### src/rtl/axi_lite_master_bridge.sv
// AXI4-Lite initiator: turns a valid/ready command stream into single AXI4-Lite
// read/write transactions, one outstanding at a time, with a registered response port.
module axi_lite_master_bridge #(
  parameter int ADDR_WIDTH    = 32,
  parameter int REG_WIDTH     = 32,
  parameter int ERR_CNT_WIDTH = 16
) (
  input  logic                       ACLK,
  input  logic                       ARESETn,
  // command stream
  input  logic                       cmd_valid,
  output logic                       cmd_ready,
  input  logic                       cmd_write,
  input  logic [ADDR_WIDTH-1:0]      cmd_addr,
  input  logic [REG_WIDTH-1:0]       cmd_wdata,
  input  logic [REG_WIDTH/8-1:0]     cmd_wstrb,
  // response stream
  output logic                       rsp_valid,
  input  logic                       rsp_ready,
  output logic                       rsp_write,
  output logic [REG_WIDTH-1:0]       rsp_rdata,
  output logic [1:0]                 rsp_resp,
  output logic                       busy,
  output logic [ERR_CNT_WIDTH-1:0]   err_count,
  // AXI4-Lite master
  output logic [ADDR_WIDTH-1:0]      AWADDR,
  output logic                       AWVALID,
  input  logic                       AWREADY,
  output logic [REG_WIDTH-1:0]       WDATA,
  output logic [REG_WIDTH/8-1:0]     WSTRB,
  output logic                       WVALID,
  input  logic                       WREADY,
  input  logic                       BVALID,
  output logic                       BREADY,
  input  logic [1:0]                 BRESP,
  output logic [ADDR_WIDTH-1:0]      ARADDR,
  output logic                       ARVALID,
  input  logic                       ARREADY,
  input  logic [REG_WIDTH-1:0]       RDATA,
  input  logic                       RVALID,
  output logic                       RREADY,
  input  logic [1:0]                 RRESP
);

  localparam int STRB_WIDTH = REG_WIDTH / 8;

  typedef enum logic [2:0] {IDLE, WR_AW_W, WR_B, RD_AR, RD_R, RSP} state_t;

  state_t                   state_q;
  logic                     cmd_ready_q, busy_q, rsp_valid_q, rsp_write_q;
  logic                     awvalid_q, wvalid_q, bready_q, arvalid_q, rready_q;
  logic                     aw_done_q, w_done_q;
  logic [ADDR_WIDTH-1:0]    awaddr_q, araddr_q;
  logic [REG_WIDTH-1:0]     wdata_q, rsp_rdata_q;
  logic [STRB_WIDTH-1:0]    wstrb_q;
  logic [1:0]               rsp_resp_q;
  logic [ERR_CNT_WIDTH-1:0] err_count_q, err_count_d;

  logic       aw_hs, w_hs, aw_fin, w_fin;
  logic [1:0] resp_in;

  assign aw_hs  = awvalid_q & AWREADY;
  assign w_hs   = wvalid_q & WREADY;
  assign aw_fin = aw_done_q | aw_hs;
  assign w_fin  = w_done_q | w_hs;

  // Only one of B/R can be captured at a time, so a single saturating
  // increment serves both response channels.
  assign resp_in = (state_q == WR_B) ? BRESP : RRESP;

  always_comb begin
    err_count_d = err_count_q;
    if ((resp_in != 2'b00) && (err_count_q != '1)) begin
      err_count_d = err_count_q + 1'b1;
    end
  end

  always_ff @(posedge ACLK or negedge ARESETn) begin
    if (!ARESETn) begin
      state_q     <= IDLE;
      cmd_ready_q <= 1'b1;
      busy_q      <= 1'b0;
      rsp_valid_q <= 1'b0;
      rsp_write_q <= 1'b0;
      rsp_rdata_q <= '0;
      rsp_resp_q  <= 2'b00;
      err_count_q <= '0;
      awvalid_q   <= 1'b0;
      wvalid_q    <= 1'b0;
      bready_q    <= 1'b0;
      arvalid_q   <= 1'b0;
      rready_q    <= 1'b0;
      aw_done_q   <= 1'b0;
      w_done_q    <= 1'b0;
      awaddr_q    <= '0;
      araddr_q    <= '0;
      wdata_q     <= '0;
      wstrb_q     <= '0;
    end else begin
      case (state_q)
        IDLE: begin
          if (cmd_valid) begin
            cmd_ready_q <= 1'b0;
            busy_q      <= 1'b1;
            rsp_write_q <= cmd_write;
            if (cmd_write) begin
              awaddr_q  <= cmd_addr;
              wdata_q   <= cmd_wdata;
              wstrb_q   <= cmd_wstrb;
              awvalid_q <= 1'b1;
              wvalid_q  <= 1'b1;
              aw_done_q <= 1'b0;
              w_done_q  <= 1'b0;
              state_q   <= WR_AW_W;
            end else begin
              araddr_q  <= cmd_addr;
              arvalid_q <= 1'b1;
              state_q   <= RD_AR;
            end
          end
        end
        WR_AW_W: begin
          // AW and W retire independently; B is only opened once both are done.
          if (aw_hs) begin
            awvalid_q <= 1'b0;
            aw_done_q <= 1'b1;
          end
          if (w_hs) begin
            wvalid_q <= 1'b0;
            w_done_q <= 1'b1;
          end
          if (aw_fin && w_fin) begin
            bready_q <= 1'b1;
            state_q  <= WR_B;
          end
        end
        WR_B: begin
          if (BVALID) begin
            bready_q    <= 1'b0;
            rsp_resp_q  <= BRESP;
            rsp_rdata_q <= '0;
            err_count_q <= err_count_d;
            rsp_valid_q <= 1'b1;
            state_q     <= RSP;
          end
        end
        RD_AR: begin
          if (ARREADY) begin
            arvalid_q <= 1'b0;
            rready_q  <= 1'b1;
            state_q   <= RD_R;
          end
        end
        RD_R: begin
          if (RVALID) begin
            rready_q    <= 1'b0;
            rsp_resp_q  <= RRESP;
            rsp_rdata_q <= RDATA;
            err_count_q <= err_count_d;
            rsp_valid_q <= 1'b1;
            state_q     <= RSP;
          end
        end
        RSP: begin
          if (rsp_ready) begin
            rsp_valid_q <= 1'b0;
            cmd_ready_q <= 1'b1;
            busy_q      <= 1'b0;
            state_q     <= IDLE;
          end
        end
        default: begin
          state_q <= IDLE;
        end
      endcase
    end
  end

  assign cmd_ready = cmd_ready_q;
  assign busy      = busy_q;
  assign rsp_valid = rsp_valid_q;
  assign rsp_write = rsp_write_q;
  assign rsp_rdata = rsp_rdata_q;
  assign rsp_resp  = rsp_resp_q;
  assign err_count = err_count_q;
  assign AWADDR    = awaddr_q;
  assign AWVALID   = awvalid_q;
  assign WDATA     = wdata_q;
  assign WSTRB     = wstrb_q;
  assign WVALID    = wvalid_q;
  assign BREADY    = bready_q;
  assign ARADDR    = araddr_q;
  assign ARVALID   = arvalid_q;
  assign RREADY    = rready_q;

endmodule
### config.mk
export PLATFORM = sky130hd
export DESIGN_NAME = axi_lite_master_bridge
export DESIGN_NICKNAME = d
export VERILOG_FILES = /design/src/rtl/axi_lite_master_bridge.sv
export SDC_FILE = /design/constraint.sdc
export NUM_CORES = 1
export LEC_CHECK = 0
export ABC_AREA = 0
export ABC_CLOCK_PERIOD_IN_PS = 2700
export CORE_MARGIN = 10
export CORE_UTILIZATION = 43
export CTS_BUF_LIST = sky130_fd_sc_hd__clkbuf_16
export DETAILED_ROUTE_END_ITERATION = 8
export GPL_TIMING_DRIVEN = 0
export PLACE_DENSITY = 0.88
export SKIP_LAST_GASP = 1
export SLEW_MARGIN = 10
export SYNTH_ARGS = -nofsm -noshare
export SYNTH_HDL_FRONTEND = slang
export SYNTH_SLANG_ARGS = --single-unit
### constraint.sdc
create_clock -name ACLK -period 2.7 [get_ports ACLK]
set_input_delay 0.54 -clock ACLK [delete_from_list [all_inputs] [get_ports ACLK]]
set_output_delay 0.54 -clock ACLK [all_outputs]
set_load 0.02 [all_outputs]
==> results.yml <==
status:
  outcome: "finished clean"
sta:
  hold_viol_final: 0
  slew_headroom_pct: 47.48
  max_freq_mhz: 420.1
  setup_viol: 0
  rsz0062_at_grt: "no"
  period_share_pct: 88.16
  worstMarginPinSlew_ps: 781.8
  whs_ps: 68.00
  skew_ps: 7.688
  finalMaxSlewViolations: 0
  period_minus_slack_ps: 2380
  layout_setup_ws_ps: 319.6
power_and_ir_drop:
  pwr-share-seq_pct: 33.9
  pwr-share-comb_pct: 47.0
  powerDensity_mw_per_mm2: 1227
  p_clk_share_pct: 19.1
  p_int_w: 0.007829
  vdd_drop_max_mv: 0.5745
  power.leakage_nw: 4.457
  p_switching_w: 0.004586
  switching_share_pct: 36.94
floorplanning:
  fp.dieW_um: 143.4
  die_y_um: 143.4
  num_io_pins: 273
  rows: 45
  initial_core_util_pct: 43.41
  fp.coreArea_mm2: 0.01509
  dieArea_mm2: 0.02057
place:
  dpl.hpwl_um: 15240
  place_congestion: 0.8329
  portBuffers: 272
  dp_slack_ps: -97.32
  dpl_cell_area_mm2: 0.009540
detailed_routing:
  drt-initial-drc-count: 168
  routed_wl_um: 20090
  route.detailed.drc: 0
  first_pass_iters: 4
  wl_per_cell_um: 19.97
  via_per_inst: 5.027
  vias: 5057
  drtAntennaViolNets: 0
critical_path:
  cp-start-kind: "flip-flop"
  cp_data_arrival_time_ps: 2690
  required_ps: 3010
  crit_family: "simple AND/OR/NAND/NOR gates"
  end_kind: "flip-flop"
  max_stage_delay_ps: 640
  crit_path_max_fanout: 10
  critPathKind: "reg2reg"
  critPathBufInv: 1
  worstPathCellList: "buf_6 -> nor3b_2 -> mux2_4 -> nor3_1 -> mux2_2"
  critPathSlowestCell: "nor3_1"
clock_tree:
  clk_latency_ps: 420
  cts_max_path_buffers: 2
  cts_hold_buf: 0
  clkTransAtPathRegs_ps: 70
  post_cts_buffers: 0
  cts-root-buf: "clkbuf_16"
  cts_sinks: 164
  cts-resized-gates: 0
  cts_tree: "done"
  cts_buffers: 17
  h-tree-depth: 4
global_routing:
  antenna_found_initial: 0
  grt_max_degree: 98
  first_global_vias: 5279
  overflow: 0
  grt-busiest-layer: "met2"
  grt_first_pass_wirelength_um: 30330
  use_met1_pct: 21.13
  grtUsageMet3_pct: 7.789
  grt_use_met2_pct: 33.04
  grt_usage_pct: 19.26
layout:
  stdcell_area_mm2: 0.01012
  utilization_pct: 67.08
  nNetsFinal: 920
  drive_gt1_share_pct: 18.34
  area_growth_pct: 54.54
  diodes: 0
synthesis:
  synth_edf_count: 0
  synth-main-ff-cell: "dfrtp_1"
  synth-seq-cells: 164
  synth_top_area_cell: "dfrtp_1"
  syn_nets: 628
  ys_async_sr_fraction_pct: 100.0
  syn_inst: 513
  yosys_warnings: 0
  synth.distinct_cells: 44
  synth_top_area_share_pct: 62.27
  synth_most_common_cell: "dfrtp_1"
  yosys-top-cells-area: "dfrtp_1 (62%), mux2_2 (18%), nand2_1 (4.8%)"
  avgSynthCellArea_um2: 12.77
  seq_area_frac_synth_pct: 62.67
  syn_area_mm2: 0.006550
  yosys-top-cells-count: "dfrtp_1 (163), mux2_2 (102), nand2_1 (84), nand3_1 (39), clkbuf_1 (17)"
hold_path:
  min_path_type: "in2async"
run:
  drv_cap: 0
## layout make-up
class / instances / area [µm²]
Buffer: 26 / 113.9
Multi-Input combinational cell: 317 / 2308
Clock inverter: 15 / 156.4
Sequential cell: 164 / 4105
Timing Repair Buffer: 273 / 2755
Tap cell: 188 / 235.2
Fill cell: 1107 / 4967
Inverter: 6 / 22.52
Clock buffer: 17 / 425.4
## kinds of logic (layout without fill, tap and decap cells)
kind of cell	Yosys count	after routing	synth area share, %
compound gates	31	31	3.133
xor+xnor	13	13	1.738
mux	107	107	18.38
simple gates	165	165	11.81
buf+inv	32	337	2.082
fa+ha+maj	1	1	0.1910
flops	164	164	62.67
## per-layer routing
layer	vias up	wire, µm
met1	2466	7578
met2	200	10140
met4	0	347
met5	-	0
met3	24	2019
li1	2367	-
## path summary, 6_finish.rpt
path / cells past startpoint / slack, ps / start / endpoint
min reg2reg: 2 / 460 / rsp_rdata[31] / rsp_rdata[31]
min in group ACLK: 2 / 460 / rsp_rdata[31] / rsp_rdata[31]
max in group asynchronous: 2 / 1780 / ARESETn / rsp_rdata[23]
max: 5 / 320 / state_q[0] / err_count[1]
min: 1 / 70 / ARESETn / ARADDR[21]
max reg2reg: 5 / 320 / state_q[0] / err_count[1]
## state kept, by name, summed over array words and instances, names as in the netlist, 2 cells and up
signal     count
rsp_resp       2
WDATA         32
err_count     16
AWADDR        32
WSTRB          4
state_q        3
rsp_rdata     32
ARADDR        32
## metrics by stage
step | power [W] | setup TNS (ps) | std cells
after floorplan | 0.007015 | 0 | 513
after global placement | 0.009912 | -910790 | 973
after detailed placement | 0.01011 | -2354 | 974
after CTS | 0.01255 | 0 | 1006
after global routing | 0.01305 | 0 | 1006
final | 0.01242 | 0 | 1006
## cells in the final DEF, fill, tap and decap left out, types with 4 or more instances in the layout
cell / Yosys / layout
clkdlybuf4s50_1: 0 / 271
dfrtp_1: 163 / 163
mux2_2: 102 / 102
nand2_1: 84 / 84
nand3_1: 39 / 39
clkbuf_1: 17 / 17
clkbuf_16: 0 / 17
nor2_1: 14 / 14
a21oi_1: 10 / 10
nand4_1: 8 / 8
inv_1: 6 / 7
o21ai_0: 7 / 7
xnor2_1: 7 / 7
xor2_1: 6 / 6
buf_2: 4 / 4
mux2i_1: 4 / 4
clkinv_4: 0 / 4
## power by group through the flow
stage	logic [W]	clock network, W	registers (W)
finish	0.00583	0.00238	0.00421
global route	0.00618	0.00253	0.00434
CTS	0.00591	0.00243	0.00421
detailed placement	0.00588	0	0.00423
global placement	0.00576	0	0.00415
floorplan	0.00151	0	0.00551
Power figures use the tool's default switching activity.
